<file path="src/rtl/prog_loader.sv">
// Program-store loader: hunts for a framed byte stream, packs byte pairs into
// instruction words, writes them sequentially and releases the CPU once the image checksum matches.
module prog_loader #(
  parameter int          ADDR_W    = 8,
  parameter int          DATA_W    = 16,
  parameter logic [7:0]  SYNC_BYTE = 8'hA5
) (
  input  logic              clk,
  input  logic              rst,
  input  logic              start,
  input  logic [7:0]        rx_data,
  input  logic              rx_valid,
  output logic              rx_ready,
  output logic              we,
  output logic [ADDR_W-1:0] waddr,
  output logic [DATA_W-1:0] wdata,
  output logic              cpu_hold,
  output logic              done,
  output logic              err,
  output logic [ADDR_W:0]   word_cnt
);

  typedef enum logic [2:0] {
    S_IDLE, S_SYNC, S_LEN, S_HI, S_LO, S_CHK, S_DONE, S_ERR
  } state_t;

  // A LEN byte of zero encodes a full-depth image.
  localparam logic [ADDR_W:0] FULL_LEN = {1'b1, {ADDR_W{1'b0}}};

  state_t          state;
  logic [7:0]      checksum;
  logic [7:0]      hi;
  logic [ADDR_W:0] length;
  logic            accept;

  assign accept = rx_valid && rx_ready;

  // NOTE: every register here, outputs included, is updated with <= in one
  // clocked block so all of them see the same pre-edge values of each other.
  always_ff @(posedge clk or posedge rst) begin
    if (rst) begin
      // NOTE: reset clears only control/status state; the program store itself
      // lives outside this block and is never bulk-cleared.
      state    <= S_IDLE;
      rx_ready <= 1'b0;
      we       <= 1'b0;
      waddr    <= '0;
      wdata    <= '0;
      cpu_hold <= 1'b1;
      done     <= 1'b0;
      err      <= 1'b0;
      word_cnt <= '0;
      checksum <= '0;
      length   <= '0;
      hi       <= '0;
    end else begin
      we <= 1'b0;
      // After each write the address steps on, so a full-depth load leaves it at 0.
      if (we) waddr <= waddr + ADDR_W'(1);

      case (state)
        S_IDLE, S_DONE, S_ERR: begin
          if (start) begin
            state    <= S_SYNC;
            rx_ready <= 1'b1;
            word_cnt <= '0;
            checksum <= '0;
            waddr    <= '0;
            done     <= 1'b0;
            err      <= 1'b0;
            cpu_hold <= 1'b1;
          end
        end

        S_SYNC: begin
          if (accept && rx_data == SYNC_BYTE) state <= S_LEN;
        end

        S_LEN: begin
          if (accept) begin
            length <= (rx_data == 8'h00) ? FULL_LEN : (ADDR_W+1)'(rx_data);
            state  <= S_HI;
          end
        end

        S_HI: begin
          if (accept) begin
            hi       <= rx_data;
            checksum <= checksum ^ rx_data;
            state    <= S_LO;
          end
        end

        S_LO: begin
          if (accept) begin
            checksum <= checksum ^ rx_data;
            we       <= 1'b1;
            waddr    <= word_cnt[ADDR_W-1:0];
            wdata    <= DATA_W'({hi, rx_data});
            word_cnt <= word_cnt + (ADDR_W+1)'(1);
            state    <= (word_cnt + (ADDR_W+1)'(1) == length) ? S_CHK : S_HI;
          end
        end

        S_CHK: begin
          if (accept) begin
            rx_ready <= 1'b0;
            if (rx_data == checksum) begin
              state    <= S_DONE;
              done     <= 1'b1;
              cpu_hold <= 1'b0;
            end else begin
              state <= S_ERR;
              err   <= 1'b1;
            end
          end
        end

        default: begin
          state    <= S_IDLE;
          rx_ready <= 1'b0;
        end
      endcase
    end
  end

endmodule

</file>
<file path="config.mk">
export PLATFORM = sky130hd
export DESIGN_NAME = prog_loader
export DESIGN_NICKNAME = d
export VERILOG_FILES = /design/src/rtl/prog_loader.sv
export SDC_FILE = /design/constraint.sdc
export NUM_CORES = 1
export LEC_CHECK = 0
export ABC_AREA = 1
export BUFFER_PORTS_ARGS = -buffer_cell sky130_fd_sc_hd__buf_2
export CAP_MARGIN = 20
export CORE_MARGIN = 1
export CORE_UTILIZATION = 57
export DETAILED_ROUTE_END_ITERATION = 7
export PLACE_DENSITY = 0.8
export SYNTH_ARGS = -nofsm -noshare
export SYNTH_HDL_FRONTEND = slang
export SYNTH_SLANG_ARGS = --single-unit
</file>
<file path="constraint.sdc">
create_clock -name clk -period 2.25 [get_ports clk]
set_input_delay 0.45 -clock clk [delete_from_list [all_inputs] [get_ports clk]]
set_output_delay 0.45 -clock clk [all_outputs]
set_load 0.05 [all_outputs]
</file>
* After elaboration in Yosys (flattened, before gate mapping) *
Index checks and enable logic that the tools add are counted.

operators by class
  muxes and demuxes = 35
  reductions and logical operators = 18
  equality and inequality tests = 19
  bitwise gates (word level) = 1
  $add $sub $neg = 2

operators with widths
  operator               count
  $mux W8                5
  $pmux W8 S2            2
  $mux W9                3
  $mux W3                7
  $pmux W3 S6            1
  $pmux W9 S2            1
  $ne A2 B2 Y1 const B   8
  $eq A3 B3 Y1 const B   4
  $mux W1                12
  $add A9 B1 Y9 const B  1
  $eq A9 B9 Y1           1
  $reduce_and A3 Y1      3
  $add A8 B1 Y8 const B  1
  $eq A8 B8 Y1           1
  $eq A8 B8 Y1 const B   1
  $logic_not A8 Y1       1
  $pmux W1 S2            4
  $reduce_and A4 Y1      2
  $xor A8 B8 Y8          1
  $eq A3 B2 Y1 const B   2
  $reduce_and A2 Y1      3
  $reduce_and A6 Y1      1
  $reduce_bool A2 Y1     3
  $eq A3 B1 Y1 const B   1
  other kinds (5)        6

word-level totals
  bits in registers = 66
  word-level logic and storage cells = 87
  output and inout bits = 38
  bits of input ports = 12

* Longest topological paths before layout *
Gate-level depths: netlist of the first run.

  depth after elaboration = 5
  mapped depth = 13
  gate-level depth less buffers = 13

* Least setup slack after synthesis of the first run *
OpenSTA, ideal clock, no wires.

  path kind = register -> register
  start = register word_cnt[0]
  end = register state[1]
  required time = 2.130 ns
  setup slack = 0.347 ns
  buffers on the path = 0
  library setup time = 0.120 ns
  arrival time = 1.783 ns
  period minus slack after synthesis = 1.903 ns
  stages on the path, launching flop included = 11
  path through = dfrtp_1 > ha_1 > nand2_2 > nor2_2 > nand3_1 > nand3_1 > nand2_1 > nor2_1 > nand3_1 > nand2_1 > a21oi_2

on the way
  cells in the longest elaborated chain, start to end = 5

RTL lines
  what                    line  RTL
  from (decl)             20    output logic [ADDR_W:0] word_cnt
  from (signal assigned)  100   word_cnt <= word_cnt + (ADDR_W+1)'(1);
  $add A9 B1 Y9           101   state <= (word_cnt + (ADDR_W+1)'(1) == length) ? S_CHK : S_HI;
  $eq A9 B9 Y1            101
  $mux W3                 101
  $mux W3                 95    if (accept) begin
  $pmux W3 S6             61    case (state)
  to (signal assigned)    101
  to (decl)               30    state_t state;

No other way between the ends. The select of a mux whose other input is x is not followed.
A chain may end at the register's enable or synchronous reset.

* Worst setup path after layout of the first run *
Ends and elaborated chain as after synthesis.

==> metrics.txt, run 1 <==
vias in the first global route=2656; Final Hold Viols=0; crit path time final=~1.8 ns; most used cell, CP=nand2_1; Worst EP arrival=2.02 ns; placed inst area=between 3000 and 4000 µm²; clock latency on the worst-skew pair=0.36 ns; largest net degree at the start of global routing=67; CP Launch Type=flip-flop; chip width=79 µm; Starting DRT DRC Count=196; Peak Freq=0.5642 GHz; CP max stage delay=0.46 ns; Synth Cell Area=about 3400 µm²; die area=6241 µm²; Req. time, crit path=2.50 ns; Clock Sinks=66; Tot GR Track Use=0.2627; port bufs=49; Pins Over Slew Limit=0; ANT cells=0; Initial Util=0.6026; worst reg2reg path depth=10; GPL Wtd Cong=about 0.85; Seq/Total Area, Yosys=0.4891; PwrDens=roughly 1300 nW/µm²; Routed Antenna Nets=0; Num CTS Buffers=9; routed length per instance=14.00 µm; layout cell share with drive strength beyond 1=0.2402; clock root cell=clkbuf_8; Row Count=27; Post-Route Skew=0.01345 ns; CP Cell Sequence=ha_1 -> or2_2 -> nand3b_1 -> nand2_1 -> inv_1 -> nand2_1 -> nor2_1 -> nand3_1 -> nand2_1 -> a21oi_2; Crit. path cell count=10; num ports=50; Ys Warns=0; Distinct cells, synth=36; initial antenna violation count=0; Finish-stage setup viols=0; Worst VDD drop=0.0008421 V; Synth Net Count=410; period utilization=0.7878; post-route setup slack=around 0.48 ns; drt first pass iters=5; kind of critical path=flip-flop to flip-flop; DR vias/cell=5.381; Avg Cell Area, Syn=8.534 µm²; Relative slew margins=0.7345; worst slack at placement=between 0.4 and 0.5 ns; first-pass GRT wire length=12510 µm; Register Area=1653 µm²; max_cap viols=0; depth of the CTS H-tree=3; Max FO, Critical Path=6; Area growth syn-to-layout=15.14%; Vias=2852; RSZ-0062 raised after global routing=no; fin area=3891 µm²; Multi-input gate area=1478 µm²; Nets=467; Fill cells=452; grt ovf=0; CTS tree=yes; post-cts hold buffer count=0; status=finished, final reports clean; endpoint type of the worst setup path=flip-flop; dpl hpwl=between 5000 and 6000 µm; Residual DRC=0; Die H=79 µm; flops & latches, synth=66; Worst-Margin Slew=0.3946 ns; leakage=1.997 nW; most common cell after layout, fill and taps aside=nand2_1; Crit path max-delay family=simple AND/OR/NAND/NOR gates; Hold Crit Class=input port to async pin; Worst-path clk slew=0.09 ns; post_cts resized=0; clk buf depth=2; commonest non-fill, non-tap cells in the layout=113 x nand2_1, 65 x dfrtp_1, 49 x buf_2; setup TNS=0 ns; worst path buffer plus inverter count=1; CP max-delay cell=dfrtp_1; Routed WL=7418 µm; post-CTS setup buffers=0; Hold Slack=around 0.14 ns; Syn Inst Count=396; Core Footprint=5608 µm²
-- area by class of cell --
class | instances | area share
inverter | 51 | 0.04920
timing repair buffer | 54 | 0.07588
multi-input combinational | 271 | 0.3797
clock buffer | 9 | 0.03183
tap | 72 | 0.02315
sequential | 66 | 0.4248
clock inverter | 7 | 0.01543
-- state kept, by name, indices dropped and copies added (netlist names) --
name and count:
err 1, hi 8, done 1, cpu_hold 1
state 3, waddr 8, rx_ready 1, we 1
word_cnt 9, length 9, checksum 8, wdata 16
-- per-layer routing --
metal,up-vias,global-route usage,wire length (µm)
li1,1402,-,-
met1,1333,0.3599,3378
met2,98,0.4147,3477
met3,19,0.05402,410
met4,0,0.09455,151
met5,-,0,0
-- worst paths after layout --
check                                 start   endpoint  slack, ns
max in group asynchronous               rst   cpu_hold       1.77
min in group clk                 rx_data[6]      hi[6]       0.35
worst max register to register  word_cnt[0]   state[1]       0.48
worst min-delay path                    rst  wdata[13]       0.14
worst max-delay path            word_cnt[0]   state[1]       0.48
worst min register to register     cpu_hold   cpu_hold       0.46
-- worst register-to-register path, stage by stage, from the launching register on --
cell      delay, ns
dfrtp_1        0.46
ha_1           0.27
or2_2          0.29
nand3b_1       0.08
nand2_1        0.08
inv_1          0.06
nand2_1        0.05
nor2_1         0.13
nand3_1        0.10
nand2_1        0.09
a21oi_2        0.05
-- report_power, final --
part | internal, mW | switching (mW) | leakage, nW | total [mW]
Sequential | 1.54 | 0.245 | 0.863 | 1.79
Clock | 0.416 | 0.521 | 0.0908 | 0.937
Combinational | 0.642 | 1.58 | 1.04 | 2.22
Total | 2.60 | 2.35 | 2.00 | 4.95
-- cell families after synthesis --
kind of cell / share of synthesized area
compound gates: 0.1207
xor+xnor: 0.03369
fa+ha+maj: 0.007403
buf+inv: 0.07368
flops: 0.4891
mux: 0.002962
simple gates: 0.2725
-- stage by stage --
stage | instances | total power [mW] | utilization
finish | 530 | 4.947 | 0.6939
floorplan | 396 | 3.561 | -
detailed placement | 514 | 4.033 | 0.6611
CTS | 530 | 4.971 | 0.6939
global placement | 514 | 3.968 | 0.6611
global route | 530 | 5.280 | 0.6939
-- cell usage after synthesis --
master,number,share of area
a21oi_1,6,0.0089
a21oi_2,1,0.0026
a21oi_4,1,0.0048
buf_2,4,0.0059
buf_6,3,0.010
clkbuf_1,1,0.0011
dfrtp_1,65,0.48
dfstp_2,1,0.0078
ha_1,2,0.0074
inv_1,44,0.049
inv_2,7,0.0078
mux2i_1,1,0.0030
nand2_1,113,0.13
nand2_2,4,0.0074
nand2_4,3,0.010
nand3_1,36,0.053
nand3b_1,6,0.013
nand4_1,6,0.011
nand4_2,1,0.0037
nor2_1,15,0.017
nor2_2,4,0.0074
nor2_4,2,0.0067
nor2_8,1,0.0059
nor3_1,2,0.0030
nor3_4,1,0.0048
nor4_1,1,0.0019
o21ai_0,33,0.049
o21ai_1,4,0.0059
o21ai_2,1,0.0026
o21bai_4,1,0.0056
o22ai_1,1,0.0019
o22ai_2,10,0.037
o41ai_1,1,0.0026
or2_2,1,0.0019
xnor2_1,5,0.013
xor2_1,8,0.021
(Power assumes the default switching activity.)
==> run 2, diff against run 1 <==
==> config.mk (replaced) <==
export PLATFORM = sky130hd
export DESIGN_NAME = prog_loader
export DESIGN_NICKNAME = d
export VERILOG_FILES = /design/src/rtl/prog_loader.sv
export SDC_FILE = /design/constraint.sdc
export NUM_CORES = 1
export LEC_CHECK = 0
export ABC_AREA = 0
export BUFFER_PORTS_ARGS = -buffer_cell sky130_fd_sc_hd__buf_2
export CAP_MARGIN = 20
export CORE_MARGIN = 1
export CORE_UTILIZATION = 51
export DETAILED_ROUTE_END_ITERATION = 7
export PLACE_DENSITY = 0.76
export SYNTH_ARGS = -nofsm -noshare
export SYNTH_HDL_FRONTEND = slang
export SYNTH_SLANG_ARGS = --single-unit
==> constraint.sdc (replaced) <==
create_clock -name clk -period 1.46 [get_ports clk]
set_input_delay 0.292 -clock clk [delete_from_list [all_inputs] [get_ports clk]]
set_output_delay 0.292 -clock clk [all_outputs]
set_load 0.05 [all_outputs]
==> metrics.txt, run 2 <==
Top reg by flops=wdata; Num CTS Buffers=9 (unchanged); Pwr Total=9.405 mW (+90%); flops & latches, synth=66 (unchanged); Pins Over Slew Limit=0 (unchanged); initial antenna violation count=0 (unchanged); DR vias/cell=6.181 (+15%); Req. time, crit path=1.70 ns (-0.80 ns); Starting DRT DRC Count=280 (+43%); CP Launch Type=flip-flop; Syn Inst Count=329 (-17%); CP max-delay cell=or4_4; drt first pass iters=5 (unchanged); status=finished, violations left; Max FO, Critical Path=3 (-3); Hold Crit Class=input port to flip-flop; clk buf depth=2 (unchanged); top flop regs=wdata x16, length x9, word_cnt x9; die area=6692 µm² (+7.2%); chip width=81.81 µm (+3.6%); Peak Freq=0.5714 GHz (+1.3%); GPL Wtd Cong=0.8543 (+1.1%); Vias=3270 (+15%); violated checks=negative setup slack; leakage=2.475 nW (+24%); Nets=463 (-0.86%); depth of the CTS H-tree=3 (unchanged); Synth Net Count=343 (-16%); PwrDens=1843 nW/µm² (+45%); biggest area consumer among synthesized cells=dfrtp_1; RSZ-0062 raised after global routing=yes; worst path buffer plus inverter count=0 (-1); Routed Antenna Nets=0 (unchanged); EDFF count, synth=0 (unchanged); dpl hpwl=5571 µm (+4.4%); Core Footprint=6026 µm² (+7.5%); kind of critical path=flip-flop to flip-flop; Die H=81.81 µm (+3.6%); Area growth syn-to-layout=57.13%; Crit path max-delay family=simple AND/OR/NAND/NOR gates; CP max stage delay=0.58 ns (+0.12 ns); Ys Warns=0 (unchanged); Clock Sinks=66 (unchanged); Layout Cells excl Fill=529 (-0.19%); vias in the first global route=2897 (+9.1%); Worst-path clk slew=0.08 ns (about the same); commonest cells in the netlist=75 x nand2_1, 65 x dfrtp_1, 32 x o21ai_0; Synth Cell Area=3248 µm² (-3.9%); layout cell share with drive strength beyond 1=0.5969 (+0.3567); post-route setup slack=-0.2901 ns (-0.7676 ns); num ports=50 (unchanged); Tot GR Track Use=0.2885 (+0.02581); port bufs=49 (unchanged); top cell type's share of synthesized area=0.5008 (+0.01947); clock latency on the worst-skew pair=0.38 ns (+0.02 ns); Finish-stage setup viols=56 (+56); count leader, synth=nand2_1; Relative slew margins=0.6976 (-0.03689); Routed WL=11480 µm (+55%); Row Count=28 (+3.7%); ANT cells=0 (unchanged); Worst EP arrival=1.99 ns (-0.03 ns); Seq/Total Area, Yosys=0.5089 (+0.01978); Residual DRC=0 (unchanged); first-pass GRT wire length=13810 µm (+10%); Worst VDD drop=0.001865 V (+120%); ys async rst share=1.000 (unchanged); endpoint type of the worst setup path=flip-flop; period utilization=1.199 (+0.4109); crit path time final=1.750 ns (-0.02243 ns); Placed Cells=488 (-5.1%); Final Hold Viols=0 (unchanged); Worst-Margin Slew=0.4526 ns (+0.05802 ns); ys flop type=dfrtp_1; Finished Core Util=0.8470 (+0.1531); max reg flops=16 (unchanged); max_cap viols=0 (unchanged); setup TNS=-6.334 ns (-6.334 ns); Post-Route Skew=0.008730 ns (-0.004719 ns); most common cell after layout, fill and taps aside=buf_4; largest cells by area after synthesis=dfrtp_1 50%, nand2_1 8.7%, mux2_2 5.9%; Avg Cell Area, Syn=9.873 µm² (+16%); commonest non-fill, non-tap cells in the layout=53 x buf_4, 52 x dfrtp_1, 40 x buf_2; Hold Slack=0.2841 ns (+0.1400 ns); CTS tree=yes; routed length per instance=21.70 µm (+55%); largest net degree at the start of global routing=28 (-58%); clock root cell=clkbuf_8; Initial Util=0.5390 (-0.06360); grt ovf=0 (unchanged); CP Cell Sequence=nand2b_1 -> nand4_1 -> or4_4 -> o22ai_4 -> a41oi_2; Distinct cells, synth=49 (+36%)
[run 2: cell count changes after synthesis, moves of 4 or more]
cell and change:
buf_2 +4, inv_1 -39, inv_2 -6, mux2_2 +17, nand2_1 -38, nand2_2 -4, nand2b_1 +13, nand3_1 -28
nand3b_1 -6, o21ai_1 -4, o22ai_2 -10, o2bb2ai_1 +8, xnor2_1 +12
[run 2: what timing repair did]
item                                    CTS  global route
pin swaps                                12            44
gates resized for setup                  49           117
gates cloned                              3             6
endpoints found under the hold margin    14             0
buffers inserted                         10             7
hold buffers                              1             0
endpoints found under the setup margin   69            74
[run 2: worst paths after layout]
kind	start	endpoint	slack, ns	cells after the start
worst max register to register	checksum[4]	state[0]	-0.29	5
worst min-delay path	rx_data[1]	wdata[1]	0.28	4
worst max-delay path	checksum[4]	state[0]	-0.29	5
worst min register to register	wdata[3]	wdata[3]	0.49	2
max in group asynchronous	rst	word_cnt[5]	0.47	4
min in group asynchronous	rst	wdata[1]	0.50	3
[run 2: area by class of cell]
type,instances,area (µm²)
Tap cell,75,93.84
Timing Repair Buffer,119,993.5
Clock buffer,9,123.9
Fill cell,285,922.1
Clock inverter,7,53.80
Sequential cell,66,1669
Inverter,6,38.79
Multi-Input combinational cell,247,2131
[run 2: metrics by stage]
stage	area [µm²]	setup slack [ns]
floorplan	3413	-0.2681
global placement	4064	-0.2092
detailed placement	4064	-0.2796
CTS	4543	-0.2065
global route	5104	-0.3121
finish	5104	-0.2901
[run 2: per-layer routing]
metal  vias up  GRT usage  share of wire
li1       1387          -              -
met1      1625     0.3355           0.37
met2       200     0.4835           0.51
met3        58    0.05889          0.074
met4         0     0.1842          0.044
met5         -          0              0
[run 2: tightest hold or removal path: stages]
cell,delay [ns]
buf_2,0.11
buf_4,0.13
nand2_4,0.05
nand2_2,0.05
[run 2: power by group]
part | leakage, nW | internal [mW] | total (mW) | switching, mW
logic | 1.54 | 2.01 | 4.96 | 2.95
clock network | 0.0822 | 0.626 | 1.47 | 0.841
registers | 0.849 | 2.43 | 2.98 | 0.547
total | 2.47 | 5.06 | 9.41 | 4.34
[run 2: cell families (layout without fill, tap and decap cells)]
kind of cell               Yosys count  after routing  share of synthesized area
xor gates and xnor gates            25             25                    0.06741
muxes                               18             19                    0.06202
adders and majority gates            2              2                   0.007703
and+or+nand+nor                    132            135                     0.1953
DFF                                 66             66                     0.5089
buffers and inverters               20            141                    0.02850
AOI/OAI and AO/OA                   66             66                     0.1302
==> run 3, diff against run 2 <==
--- a/config.mk
+++ b/config.mk
@@ -11,7 +11,7 @@
 export CORE_MARGIN = 1
 export CORE_UTILIZATION = 51
 export DETAILED_ROUTE_END_ITERATION = 7
-export PLACE_DENSITY = 0.76
+export PLACE_DENSITY_LB_ADDON = 0.1
 export SYNTH_ARGS = -nofsm -noshare
 export SYNTH_HDL_FRONTEND = slang
 export SYNTH_SLANG_ARGS = --single-unit
==> metrics.txt, run 3 (same netlist as run 2, synthesis figures left out) <==
Routed WL=11860 µm (+3.4%); Register Area=1668 µm² (about the same); clock root cell=clkbuf_8; CTS tree=yes; Req. time, crit path=1.67 ns (-0.03 ns); routed length per instance=21.85 µm (+0.71%); die area=6692 µm² (unchanged); period utilization=1.224 (+0.02539); Pins Over Slew Limit=0 (unchanged); num ports=50 (unchanged); Peak Freq=0.5596 GHz (-2.1%); RSZ-0062 raised after global routing=yes; grt ovf=0 (unchanged); Row Count=28 (unchanged); CP Launch Type=flip-flop; Worst-Margin Slew=0.4273 ns (-0.02530 ns); worst reg2reg path depth=6 (+1); Starting DRT DRC Count=247 (-12%); reg-to-reg critical path startpoint=word_cnt[1]; Comb power frac=0.529 (+0.002); chip width=81.81 µm (unchanged); Area growth syn-to-layout=63.52%; Core Footprint=6026 µm² (unchanged); kind of critical path=flip-flop to flip-flop; max_cap viols=0 (unchanged); leakage=2.530 nW (+2.2%); commonest non-fill, non-tap cells in the layout=60 x buf_4, 53 x dfrtp_1, 42 x buf_2; CP Cell Sequence=ha_4 -> xnor2_1 -> nand2_1 -> a211o_1 -> nor4_4 -> a41oi_1; depth of the CTS H-tree=3 (unchanged); largest net degree at the start of global routing=30 (+7.1%); Num CTS Buffers=9 (unchanged); FF-to-FF End=state[1]; Tot GR Track Use=0.2957 (+0.007231); port bufs=49 (unchanged); DR vias/cell=6.057 (-2.0%); crit path time final=1.787 ns (+0.03707 ns); violated checks=negative setup slack; top flop regs=wdata x16, length x9, word_cnt x9; Post-Route Skew=0.01145 ns (+0.002725 ns); dpl hpwl=5468 µm (-1.8%); most common cell after layout, fill and taps aside=buf_4; clk buf depth=2 (unchanged); Multi-input gate area=2151 µm² (+0.94%); sequential share of power=0.310 (-0.007); Worst-path clk slew=0.08 ns (about the same); Placed Cells=490 (+0.41%); initial antenna violation count=0 (unchanged); Final Hold Viols=0 (unchanged); register-to-register setup slack=-0.33 ns (-0.04 ns); ANT cells=0 (unchanged); Max FO, Critical Path=3 (unchanged); Clock Sinks=66 (unchanged); Layout Cells excl Fill=543 (+2.6%); Finish-stage setup viols=60 (+7.1%); Worst VDD drop=0.001440 V (-23%); layout cell share with drive strength beyond 1=0.6090 (+0.01206); Worst EP arrival=2.00 ns (about the same); GPL Wtd Cong=0.8673 (+1.5%); endpoint type of the worst setup path=flip-flop; fin area=5311 µm² (+4.1%); Nets=477 (+3.0%); Hold Slack=0.3037 ns (+0.01961 ns); Switching Share=0.4494 (-0.01230); Residual DRC=0 (unchanged); HP Start=rx_data[3]; Routed Antenna Nets=0 (unchanged); Hold Crit Class=input port to flip-flop; max reg flops=16 (unchanged); Pwr Total=9.780 mW (+4.0%); CP max stage delay=0.45 ns (-0.13 ns); Initial Util=0.5390 (unchanged); first-pass GRT wire length=14450 µm (+4.6%); Fill cells=268 (-6.0%); Pint=5.385 mW (+6.4%); Top reg by flops=wdata; Vias=3289 (+0.58%); Relative slew margins=0.7145 (+0.01690); Clk pwr share=0.161 (+0.005); post-route setup slack=-0.3271 ns (-0.03707 ns); worst hold stages=3 (-1); drt first pass iters=6 (+1); clock latency on the worst-skew pair=0.36 ns (-0.02 ns); placed inst area=4079 µm² (+0.37%); PwrDens=1841 nW/µm² (about the same); vias in the first global route=2972 (+2.6%); Die H=81.81 µm (unchanged); CP max-delay cell=dfrtp_2; NetSw=4.395 mW (+1.2%); hold path endpoint=checksum[3]; status=finished, violations left
==> run 3: cell types whose count changed in the layout (fill, tap and decap cells not counted), moves of 3 or more <==
cell | before | now
nand2_4 | 17 | 11
xnor2_1 | 12 | 15
xnor2_2 | 5 | 2
buf_4 | 53 | 60
nand2_1 | 31 | 34
buf_16 | 0 | 4
o21ai_2 | 15 | 19
o21ai_1 | 10 | 5
o21ai_4 | 1 | 4
==> run 3: repair_timing <==
item / CTS / global route
endpoints found under the hold margin: 13 / 0
gates cloned: 7 / 3
resized for setup: 67 / 109
setup buffers: 16 / 13
pin swaps: 21 / 40
endpoints found under the setup margin: 65 / 72
hold buffers: 1 / 0
==> run 3: worst max-delay path by stage <==
stage                     start  endpoint  slack (ns)  cells past startpoint
floorplan           word_cnt[0]  state[1]       -0.27                      6
global placement     rx_data[6]  state[1]       -0.24                      8
detailed placement   rx_data[6]  state[1]       -0.26                      8
CTS                 word_cnt[1]  state[2]       -0.19                      6
global route        word_cnt[1]  state[1]       -0.37                      6
finish              word_cnt[1]  state[1]       -0.33                      6
==> run 3: final cells by class <==
| type | instances | area share |
|---|---|---|
| Tap cell | 75 | 0.01767 |
| Clock inverter | 6 | 0.01249 |
| Sequential cell | 66 | 0.3140 |
| Inverter | 6 | 0.006360 |
| Clock buffer | 10 | 0.02403 |
| Multi-Input combinational cell | 247 | 0.4049 |
| Timing Repair Buffer | 133 | 0.2205 |
==> run 3: power groups by stage <==
stage,combinational (mW),sequential [mW],clock [mW]
2_1_floorplan,1.65,3.78,0
3_3_place_gp,3.43,2.84,0
3_5_place_dp,3.51,2.86,0
4_1_cts,4.26,2.87,1.55
5_1_grt,5.40,3.06,1.67
6_report,5.17,3.03,1.58
==> run 3: metal layers <==
layer	GRT usage	vias to the layer above	share of wire
met4	0.1070	0	0.049
met3	0.05333	62	0.073
met2	0.5215	221	0.52
met5	0	-	0
met1	0.3593	1586	0.36
li1	-	1420	-
==> run 3: worst max-delay path, delay by kind of cell (launching register included) <==
family | cells | cell delay [ns]
XOR/XNOR | 1 | 0.23
AND/OR/NAND/NOR | 2 | 0.25
flip-flops | 1 | 0.45
AO/OA/AOI/OAI | 2 | 0.44
adder cells (fa/ha/maj) | 1 | 0.26
==> run 3: stage by stage <==
stage | setup WS [ns] | TNS (ns) | utilization
floorplan | -0.2681 | -4.346 | -
global placement | -0.2425 | -4.940 | 0.6769
detailed placement | -0.2606 | -5.435 | 0.6769
CTS | -0.1936 | -4.605 | 0.7936
global route | -0.3740 | -11.31 | 0.8814
finish | -0.3271 | -8.952 | 0.8814
